File: src/rtl/ternary_stream_feeder.sv
// rtl/ternary_stream_feeder.sv - host-side slot feeder and result capture for the 1.58-bit systolic tile
module ternary_stream_feeder #(
    parameter int SLICES  = 4,
    parameter int ROWS    = 16,
    parameter int RESULTS = 16
) (
    input  logic       clk,
    input  logic       rst_n,
    input  logic [7:0] cfg_groups,
    input  logic       in_valid,
    output logic       in_ready,
    input  logic [7:0] in_weights,
    input  logic [7:0] in_act,
    output logic [7:0] ui_out,
    output logic [7:0] uio_out,
    output logic       ena_out,
    input  logic [7:0] uo_in,
    output logic       res_valid,
    output logic [3:0] res_index,
    output logic [7:0] res_data,
    output logic       frame_done,
    output logic       err_code,
    output logic       overrun
);
    localparam int            LANES     = ROWS / SLICES;
    localparam int            SW        = (SLICES > 1) ? $clog2(SLICES) : 1;
    localparam int            CW        = SW + 1;
    localparam logic [SW-1:0] LAST_SLOT = SW'(SLICES - 1);
    localparam logic [CW-1:0] FULL_CNT  = CW'(SLICES);
    localparam logic [3:0]    LAST_RES  = 4'(RESULTS - 1);

    typedef enum logic [1:0] {
        FEED    = 2'd0,
        DRAIN   = 2'd1,
        READOUT = 2'd2
    } state_t;

    state_t        state;
    logic [SW-1:0] slot;
    logic [SW-1:0] slot_nx;
    logic [CW-1:0] fill_cnt;
    logic [7:0]    fill_w [SLICES];
    logic [7:0]    fill_a [SLICES];
    logic [7:0]    emit_w [SLICES];
    logic [7:0]    emit_a [SLICES];
    logic [7:0]    grp_cnt;
    logic [7:0]    grp_target;
    logic          cap_active;
    logic [3:0]    cap_idx;

    logic          boundary;
    logic          fill_full;
    logic          target_hit;
    logic          xfer;
    logic          accept;
    logic          readout_start;
    logic [7:0]    beat_w;
    logic          beat_bad;

    // Host lane k (2-bit two's complement) maps to tile row offset k, MSB-first on ui_out.
    always_comb begin
        beat_w   = '0;
        beat_bad = 1'b0;
        for (int k = 0; k < LANES; k++) begin
            case (in_weights[2*k +: 2])
                2'b01:   beat_w[7-2*k -: 2] = 2'b01;
                2'b11:   beat_w[7-2*k -: 2] = 2'b10;
                2'b10:   beat_bad = 1'b1;
                default: beat_w[7-2*k -: 2] = 2'b00;
            endcase
        end
    end

    always_comb begin
        boundary      = (slot == LAST_SLOT);
        slot_nx       = boundary ? '0 : slot + SW'(1);
        fill_full     = (fill_cnt == FULL_CNT);
        target_hit    = (state == FEED) && (grp_cnt != 8'd0) && (grp_cnt == grp_target);
        xfer          = boundary && fill_full && (state != DRAIN) && !target_hit;
        in_ready      = !fill_full || xfer;
        accept        = in_valid && in_ready;
        readout_start = boundary && (state == DRAIN);
    end

    // Staging: fill buffer collects host beats, emit buffer holds the group on the pins.
    always_ff @(posedge clk or negedge rst_n) begin
        if (!rst_n) begin
            fill_cnt <= '0;
            err_code <= 1'b0;
            for (int i = 0; i < SLICES; i++) begin
                fill_w[i] <= '0;
                fill_a[i] <= '0;
                emit_w[i] <= '0;
                emit_a[i] <= '0;
            end
        end else begin
            if (xfer) begin
                for (int i = 0; i < SLICES; i++) begin
                    emit_w[i] <= fill_w[i];
                    emit_a[i] <= fill_a[i];
                end
                if (accept) begin
                    fill_w[0] <= beat_w;
                    fill_a[0] <= in_act;
                    fill_cnt  <= CW'(1);
                end else begin
                    fill_cnt  <= '0;
                end
            end else begin
                if (boundary) begin
                    for (int i = 0; i < SLICES; i++) begin
                        emit_w[i] <= '0;
                        emit_a[i] <= '0;
                    end
                end
                if (accept) begin
                    fill_w[fill_cnt[SW-1:0]] <= beat_w;
                    fill_a[fill_cnt[SW-1:0]] <= in_act;
                    fill_cnt <= fill_cnt + CW'(1);
                end
            end
            if (accept && beat_bad) begin
                err_code <= 1'b1;
            end
        end
    end

    // Pin drivers: slot 0 of a new group comes straight from the fill buffer on transfer.
    always_ff @(posedge clk or negedge rst_n) begin
        if (!rst_n) begin
            ui_out     <= '0;
            uio_out    <= '0;
            ena_out    <= 1'b1;
            frame_done <= 1'b0;
        end else begin
            if (boundary) begin
                ui_out  <= xfer ? fill_w[0] : 8'd0;
                uio_out <= xfer ? fill_a[0] : 8'd0;
            end else begin
                ui_out  <= emit_w[slot_nx];
                uio_out <= emit_a[slot_nx];
            end
            ena_out    <= !readout_start;
            frame_done <= readout_start;
        end
    end

    always_ff @(posedge clk or negedge rst_n) begin
        if (!rst_n) begin
            slot       <= '0;
            state      <= FEED;
            grp_cnt    <= '0;
            grp_target <= 8'd1;
        end else begin
            slot <= slot_nx;
            if (boundary) begin
                if (state == DRAIN) begin
                    state <= READOUT;
                end else if (target_hit) begin
                    state   <= DRAIN;
                    grp_cnt <= '0;
                end else begin
                    state <= FEED;
                    if (xfer) begin
                        grp_cnt <= grp_cnt + 8'd1;
                        if (grp_cnt == 8'd0) begin
                            grp_target <= (cfg_groups == 8'd0) ? 8'd1 : cfg_groups;
                        end
                    end
                end
            end
        end
    end

    // A readout that lands mid-capture still delivers the byte sampled that cycle, then restarts.
    always_ff @(posedge clk or negedge rst_n) begin
        if (!rst_n) begin
            cap_active <= 1'b0;
            cap_idx    <= '0;
            res_valid  <= 1'b0;
            res_index  <= '0;
            res_data   <= '0;
            overrun    <= 1'b0;
        end else begin
            res_valid <= cap_active;
            if (cap_active) begin
                res_index <= cap_idx;
                res_data  <= uo_in;
            end
            if (!ena_out) begin
                cap_active <= 1'b1;
                cap_idx    <= '0;
                if (cap_active && (cap_idx != LAST_RES)) begin
                    overrun <= 1'b1;
                end
            end else if (cap_active) begin
                cap_idx <= cap_idx + 4'd1;
                if (cap_idx == LAST_RES) begin
                    cap_active <= 1'b0;
                end
            end
        end
    end
endmodule
File: config.mk
export PLATFORM = sky130hd
export DESIGN_NAME = ternary_stream_feeder
export DESIGN_NICKNAME = d
export VERILOG_FILES = /design/src/rtl/ternary_stream_feeder.sv
export SDC_FILE = /design/constraint.sdc
export NUM_CORES = 1
export LEC_CHECK = 0
export ABC_AREA = 0
export CORE_ASPECT_RATIO = 1.25
export CORE_MARGIN = 4
export CORE_UTILIZATION = 40
export CTS_BUF_LIST = sky130_fd_sc_hd__clkbuf_4
export DETAILED_ROUTE_END_ITERATION = 16
export PLACE_DENSITY = 0.58
export SYNTH_ARGS = -nofsm -noshare
export SYNTH_HDL_FRONTEND = slang
export SYNTH_SLANG_ARGS = --single-unit
File: constraint.sdc
create_clock -name clk -period 3.9 [get_ports clk]
set_input_delay 0.39 -clock clk [delete_from_list [all_inputs] [get_ports clk]]
set_output_delay 0.39 -clock clk [all_outputs]
set_load 0.02 [all_outputs]
==> qor.txt <==
Outcome: finished clean
Die Width: 131.8 um
Slew HR: 33.25%
Cell count after synthesis: 559
Clock Latency Late Sink: 0.56 ns
Wirelength per Cell: 18.33 um
Asr flop ratio synth: 100.0%
Critical R2R Launch: fill_cnt[0]
1st-iter DRT viols: 226
Sink Count: 189
Yosys top cell area share: 61.10%
Die Span Y: 162.7 um
Peak VDD IR: 0.0002942 V
Flops & latches, synth: 189
Minimum clock period: 3.147 ns
Clock Skew: 0.02215 ns
H-tree levels: 4
Hold Path Class: input pin to async pin
Fillers: 1697
Initial Util: 40.78%
Post-synthesis cell area: 7659 um^2
Final hold slack: 0.3773 ns
Synth top area cells: dfrtp_1, a22o_1, mux2_2
PwrDens: 638.5 nW/um^2
Crit share post-route: 80.68%
Inserted Clock Buffers: 17
Clock tree buffer depth: 2
Worst r2r dst: ui_out[3]
Util after Layout: 47.36%
Synth-to-Final Area Change: 16.12%
Via-to-Cell Ratio: 5.384
Synth warnings: 0
CTS tree: done
Crit end category: output pin
EDFF count, synth: 0
IO buf count: 68
Post-DP HPWL: 10070 um
Endpoints failing setup: 0
Fin. Hold Viols: 0
IO Count: 69
Ratio of cells with drive above 1 in the final layout: 18.30%
Post-synth top cells: dfrtp_1, a22o_1, mux2_2
Row count: 56
DR DRC count: 0
Dominant synthesized flop cell: dfrtp_1
Mean post-synth cell area: 13.70 um^2
TritonRoute pass-1 iters: 4
Required @ worst endpoint: 3.51 ns
Root Driver: clkbuf_4
Synth unique cells: 37
First-pass GRT wire length: 26230 um
Total gr overflow: 0
Setup crit start: fill_cnt[0]
CP Capture Point: in_ready
Detail Route Antenna Nets: 0
Initial antenna violation count: 1
Vias in the first global route: 4944
Core Footprint: 18780 um^2
Reg2Reg Depth: 7
Nets@finish: 665
Fmax: 317.8 MHz
GRT Overall Usage: 15.44%
Setup TNS: 0 ns
CP Launch Type: flop
Die ar.: 21440 um^2
Post-CTS Setup Bufs: 0
Most common cell in the synthesized netlist: dfrtp_1
R2R Setup Slk: 1.28 ns
RSZ-0062 raised after global routing: false
Pin count of the biggest net entering global routing: 84
LEAKAGE: 4.131 nW
Worst-margin pin slew: 1.001 ns
Reg clk slew, reported paths: 0.16 ns
Sequential area share after synthesis: 61.79%
# hold bufs at CTS: 1
Drt total wl: 15890 um
Arrival time worst endpoint: 2.76 ns
Cell taking the most area after synthesis: dfrtp_1
CP Max Fanout: 9
Placer Congestion: 0.7970
Pins Over Slew Limit: 0
Syn nets: 602
Number of max-cap violations: 0
Vias: 4668
Post_cts resized: 0
CP Class: flop to output pin
## critical path, cell delays in order (launching register included)
cell	delay, ns
dfrtp_1	0.47
inv_1	0.11
ha_1	0.18
nand2_1	0.12
nor3_2	0.47
a21oi_1	0.19
inv_1	0.08
clkdlybuf4s50_1	0.59
## final cells by class
class | instances | area [um^2] | area share [%]
Sequential cell | 189 | 4732 | 53.21
Multi-Input combinational cell | 322 | 2731 | 30.71
Timing Repair Buffer | 76 | 757.0 | 8.512
Tap cell | 232 | 290.3 | 3.264
Clock inverter | 14 | 192.7 | 2.167
Clock buffer | 17 | 127.6 | 1.435
Inverter | 16 | 60.06 | 0.6753
Antenna cell | 1 | 2.502 | 0.02814
## where the power goes
part           total [mW]  switching, mW  internal [mW]
combinational        1.50          0.640          0.856
clock                1.17          0.662          0.508
sequential           3.01          0.433           2.58
## registers in the layout (all words and copies together), names as in the netlist, 3 cells and up
name	cells
fill_a	32
grp_target	8
uio_out	8
ui_out	8
res_data	8
grp_cnt	8
res_index	4
emit_a	32
cap_idx	4
fill_w	32
emit_w	32
fill_cnt	3
## kinds of logic (layout without fill, tap and decap cells)
logic type               count (synthesis)  in the layout  share of synthesized area (%)
buffers and inverters                   48            123                          2.647
other                                    0              1                              0
AND/OR/NAND/NOR                         96             96                          6.143
adder cells (fa/ha/maj)                  8              8                          1.307
multiplexers                            69             69                          12.58
AO/OA/AOI/OAI                          131            131                          13.48
XOR/XNOR                                18             18                          2.058
flip-flops                             189            189                          61.79
## worst min-delay path by stage
stage	start	to	slack, ns
floorplan	rst_n	cap_active	0.09
global placement	rst_n	emit_a[18]	0.44
detailed placement	rst_n	emit_a[10]	0.46
CTS	rst_n	fill_a[10]	0.36
global route	uo_in[7]	res_data[7]	0.38
finish	rst_n	fill_a[10]	0.38
## routing by layer
| layer | up-vias | wire (um) | GRT usage [%] | share of wire, % |
|---|---|---|---|---|
| met5 | - | 0 | 0 | 0 |
| met4 | 0 | 381 | 5.731 | 2.4 |
| met3 | 21 | 541 | 3.492 | 3.4 |
| met2 | 92 | 8036 | 26.00 | 51 |
| met1 | 2390 | 6928 | 19.68 | 44 |
| li1 | 2165 | - | - | - |
## cell usage in the layout, fill, tap and decap left out, types with 7 or more instances in the layout
| cell type | Yosys | routed |
|---|---|---|
| o21ai_0 | 27 | 27 |
| nand2_1 | 43 | 43 |
| clkdlybuf4s50_1 | 0 | 67 |
| inv_1 | 16 | 15 |
| clkbuf_4 | 0 | 17 |
| and3_1 | 10 | 10 |
| mux2_2 | 50 | 50 |
| ha_1 | 8 | 8 |
| nor2_1 | 15 | 14 |
| xor2_1 | 16 | 16 |
| mux4_2 | 16 | 16 |
| a221o_1 | 8 | 8 |
| dfrtp_1 | 187 | 187 |
| a22o_1 | 81 | 81 |
| nor2b_1 | 7 | 7 |
## through the flow
stage / cell area, um^2 / std cells / power [mW] / worst slack (ns)
final: 8894 / 867 / 5.679 / 0.7533
after global routing: 8894 / 867 / 6.044 / 0.4743
after CTS: 8891 / 866 / 5.760 / 0.6809
after detailed placement: 8561 / 834 / 4.586 / 1.196
after global placement: 8561 / 834 / 4.505 / 1.273
after floorplan: 7659 / 559 / 3.983 / 1.774
Note: power is estimated with default switching activity, not from simulation.
==> edit 1 (same settings) <==
Register the output `err_code` once more, without a reset; this adds one clock of latency there. The other outputs are not delayed to match.
--- a/src/rtl/ternary_stream_feeder.sv
+++ b/src/rtl/ternary_stream_feeder.sv
@@ -37,2 +37,4 @@
 
+    logic err_code_s0;
+
     state_t        state;
@@ -88,3 +90,3 @@
             fill_cnt <= '0;
-            err_code <= 1'b0;
+            err_code_s0 <= 1'b0;
             for (int i = 0; i < SLICES; i++) begin
@@ -122,3 +124,3 @@
             if (accept && beat_bad) begin
-                err_code <= 1'b1;
+                err_code_s0 <= 1'b1;
             end
@@ -203,2 +205,6 @@
     end
+    always_ff @(posedge clk) begin
+        err_code <= err_code_s0;
+    end
+
 endmodule
Behaviour: not the same (Yosys sat finds a counterexample within 4 cycles, from zero or initial values and one cycle with rst_n low).
==> edit 1 against the unedited design <==
  * Wire length down 2.4%
  * Setup slack worse by 0.015 ns
  * Sequential cell count up 1
  * Sequential power about the same
  * Cell area about the same
  * Total power down 0.72%
  * Synthesized area up 0.26%
  * Largest cell class unchanged
==> edit 1: results (changes against the unedited design) <==
route:
  via_per_inst: 5.45  # was 5.38
  postRouteAntennaNets: 0  # unchanged
  drt_iter0_drc: 265  # was 226
  finalWirelength_um: 15500  # was 15900 um
  firstDrtPassIters: 4  # unchanged
  wl_per_cell_um: 17.9  # was 18.3 um
  drc: 0  # unchanged
placement:
  dpl.cell_count: 835  # was 834
  gp_congestion: 0.784  # was 0.797
  dp_hpwl_um: 9880  # was 10100 um
  pre_cts_slack_ns: 1.19  # was 1.20 ns
  placed_area_um2: 8590  # was 8560 um2
  io_buffers: 68  # unchanged
synthesis:
  synth_enable_flop_cells: 0  # unchanged
  ys_async_sr_fraction_pct: 99.5  # was 100%
  synth-seq-area-share_pct: 61.9  # was 61.8%
  synth_xor_area_share_pct: 2.05  # was 2.06%
  synthTopCellsByArea: "dfrtp_1 61%, a22o_1 9.2%, mux2_2 7.3%"  # was dfrtp_1 61%, a22o_1 9.3%, mux2_2 7.4%
  avgSynthCellArea_um2: 13.7  # about the same
  synth_common_cells: "187 x dfrtp_1, 81 x a22o_1, 50 x mux2_2"  # unchanged
  syn-num-nets: 603  # was 602
  synth_compound_area_share_pct: 13.4  # was 13.5%
  synthMuxAreaShare_pct: 12.5  # was 12.6%
  yosysWarnings: 0  # unchanged
  synthAdderAreaFrac_pct: 1.30  # was 1.31%
  ys_types: 38  # was 37
finish:
  layout-drive-gt1-share_pct: 17.9  # was 18.3%
  n_fill_cell: 1685  # was 1697
  finalNetCount: 666  # was 665
worst_hold_path:
  min_to: "err_code"
  hold_path.class: "reg2reg"  # was in2async
  min_path_cells: 0
  min_from: "err_code_s0"
sta:
  slew_headroom_pct: 32.5  # was 33.3%
  max_freq_ghz: 0.316  # was 0.318 GHz
  skew_ns: 0.0236  # was 0.0222 ns
  hold_ws_ns: 0.416  # was 0.377 ns
setup_path:
  r2r_slack_ns: 1.27
  crit_family: "buffers and inverters"  # unchanged
  slowest_stage: "clkdlybuf4s50_1"  # unchanged
  critPathMaxFanout: 9  # unchanged
  reg2reg_to: "ui_out[7]"  # was ui_out[3]
  r2r_start: "fill_cnt[0]"  # unchanged
  cpPeakStageDelay_ns: 0.60
  r2r_cells: 7  # unchanged
grt:
  grt_pass1_wl_um: 26200  # about the same
  grt_usage_pct: 15.4  # about the same
  grt_pass1_vias: 4882  # was 4944
  grt_max_degree: 91  # was 84
  antenna_found_initial: 1  # unchanged
clock_network:
  clkSlewWorstSetupHoldPaths_ns: 0.13  # was 0.16 ns
  worstSkewPairLatency_ns: 0.57
  cts_buffers: 17  # unchanged
  h-tree-depth: 4  # unchanged
  root_buffer: "clkbuf_4"  # unchanged
  cts_resized: 0  # unchanged
  cts_buffer_depth: 2  # unchanged
run_status:
  status: "complete, no violations"  # unchanged
pwr:
  p_leak_nw: 4.14  # was 4.13 nW
  ir_drop_v: 0.000224  # was 0.000294 V
==> edit 1: cell count changes after synthesis, sizes merged <==
cell   before  now
dfxtp       0    1
==> edit 1: logic make-up after synthesis <==
group                    count (synthesis)
flip-flops                             190
AO/OA/AOI/OAI                          131
AND/OR/NAND/NOR                         96
multiplexers                            69
buffers and inverters                   48
XOR/XNOR                                18
adder cells (fa/ha/maj)                  8
==> edit 1: routing by layer <==
metal | GRT usage [%] | share of wire [%] | up-vias
met3 | 3.58 | 4.4 | 13
li1 | - | - | 2172
met2 | 25.9 | 50 | 101
met4 | 5.01 | 1.1 | 0
met1 | 19.8 | 44 | 2435
met5 | 0 | 0 | -
==> edit 1: area by class of cell <==
type	instances	area, um2	share of cell area (%)
repair buffers	76	769	8.64
clock buffers	20	150	1.69
flip-flops and latches	190	4750	53.4
diodes	1	2.50	0.0281
multi-input cells	322	2730	30.7
inverters	16	60.1	0.675
well taps	232	290	3.26
clock inverters	9	145	1.63
==> edit 1: power breakdown <==
part	total, W	internal, W	switching [W]
Sequential	0.00301	0.00259	0.000416
Combinational	0.00150	0.000857	0.000646
Clock	0.00113	0.000514	0.000615
Total	0.00564	0.00396	0.00168
==> edit 1: how the worst max path moves through the flow <==
stage	from	endpoint	depth (start not counted)
CTS	fill_cnt[0]	in_ready	7
finish	fill_cnt[0]	in_ready	7
global placement	in_valid	fill_a[14]	5
floorplan	fill_cnt[0]	fill_a[29]	7
global route	fill_cnt[0]	in_ready	7
detailed placement	in_valid	fill_a[8]	5
==> edit 1: what timing repair did <==
action | 4_1_cts | 5_1_grt
hold buffers | 1 | 0
setup buffers | 0 | 0
endpoints found under the setup margin | 0 | 0
hold endpoints to repair | 86 | 0
==> edit 2 (same flow settings) <==
Without the edit above. The parameter `SLICES` goes from 4 to 8.
--- a/src/rtl/ternary_stream_feeder.sv
+++ b/src/rtl/ternary_stream_feeder.sv
@@ -2,3 +2,3 @@
 module ternary_stream_feeder #(
-    parameter int SLICES  = 4,
+    parameter int SLICES  = 8,
     parameter int ROWS    = 16,
Formal check against the unedited RTL: not equivalent (Yosys sat finds a counterexample within 4 cycles, from zero or initial values and one cycle with rst_n low).
==> edit 2 against the unedited design <==
  * Clock power is 74% higher
  * Synthesized area up 37%
  * Via count increased by 43%
  * Final cell count up 42%
  * Total power increased by 34%
  * Critical endpoint unchanged
  * Sequential cell count is 64 higher
  * Sequential share of layout area fell by 1.2 points
  * Die area up 35%
  * Largest cell class unchanged
  * Sequential power up 28%
  * Setup slack worse by 0.22 ns
  * Wire length is 48% higher
  * First-iteration DRC count up 31%
  * Cell area grew 37%
  * Maximum frequency decreased by 6.4%
==> edit 2: results (changes against the unedited design) <==
setup_path:
  r2r_start: "slot[0]"  # was fill_cnt[0]
  reg2reg_to: "uio_out[0]"  # was ui_out[3]
finish:
  buffer_area_share_pct: 6.62  # was 8.51%
  seq-cell-share_pct: 52.0  # was 53.2%
  layout-drive-gt1-share_pct: 24.0  # was 18.3%
  final_cells: 1235  # was 867
  seqCellArea_um2: 6330  # was 4730 um2
  n_fill_cell: 2338  # was 1697
  finalNetCount: 898  # was 665
  buffers: 80  # was 76
  nonClockInverterCount: 10  # was 16
route:
  drt_iter0_drc: 296  # was 226
  via_per_inst: 5.41  # was 5.38
  met3_length_um: 978  # was 541 um
grt:
  grt_pass1_vias: 7230  # was 4944
  grt_pass1_wl_um: 39000  # was 26200 um
  met2_usage_pct: 28.7  # was 26.0%
  use_met3_pct: 3.11  # was 3.49%
pwr:
  p_switching_w: 0.00222  # was 0.00173 W
  p_leak_nw: 5.65  # was 4.13 nW
  combPwrFrac_pct: 22.3  # was 26.3%
  ir_drop_v: 0.000168  # was 0.000294 V
placement:
  gp_congestion: 0.770  # was 0.797
  placed_area_um2: 11400  # was 8560 um2
synthesis:
  ys_types: 55  # was 37
  synth_common_cells: "251 x dfrtp_1, 97 x a22o_1, 77 x mux2_2"  # was 187 x dfrtp_1, 81 x a22o_1, 50 x mux2_2
  synth-seq-area-share_pct: 60.5  # was 61.8%
sta:
  worstMarginPinSlew_ns: 1.11  # was 1.00 ns
  setup_ws_ns: 0.538  # was 0.753 ns
  skew_ns: 0.0236  # was 0.0222 ns
run_status:
  status: "complete, no violations"  # unchanged
clock_network:
  worstSkewPairLatency_ns: 0.66  # was 0.56 ns
  cts_buffer_depth: 3  # was 2
  h-tree-depth: 2  # was 4
worst_hold_path:
  hold_path.class: "in2reg"  # was in2async
edit 2: changes by cell type in the layout (fill, tap and decap cells not counted), sizes merged, moves of 8 or more:
cell,delta
mux2i,+45
mux2,+25
nand3,+10
o2bb2ai,+13
buf,+8
clkbuf,+73
dfrtp,+64
a22o,+16
edit 2: tightest hold or removal path: stages:
cell	delay, ns
clkdlybuf4s50_1	0.40
a21oi_1	0.12
a21oi_1	0.07
edit 2: cell families (layout without fill, tap and decap cells):
group / count (synthesis) / count (layout) / share of synthesized area (%)
and+or+nand+nor: 122 / 122 / 6.06
DFF: 253 / 253 / 60.5
other: 0 / 1 / 0
xor gates and xnor gates: 16 / 16 / 1.34
buffers and inverters: 60 / 195 / 2.87
muxes: 135 / 135 / 15.3
AOI/OAI and AO/OA: 171 / 171 / 13.2
adders and majority gates: 7 / 7 / 0.836
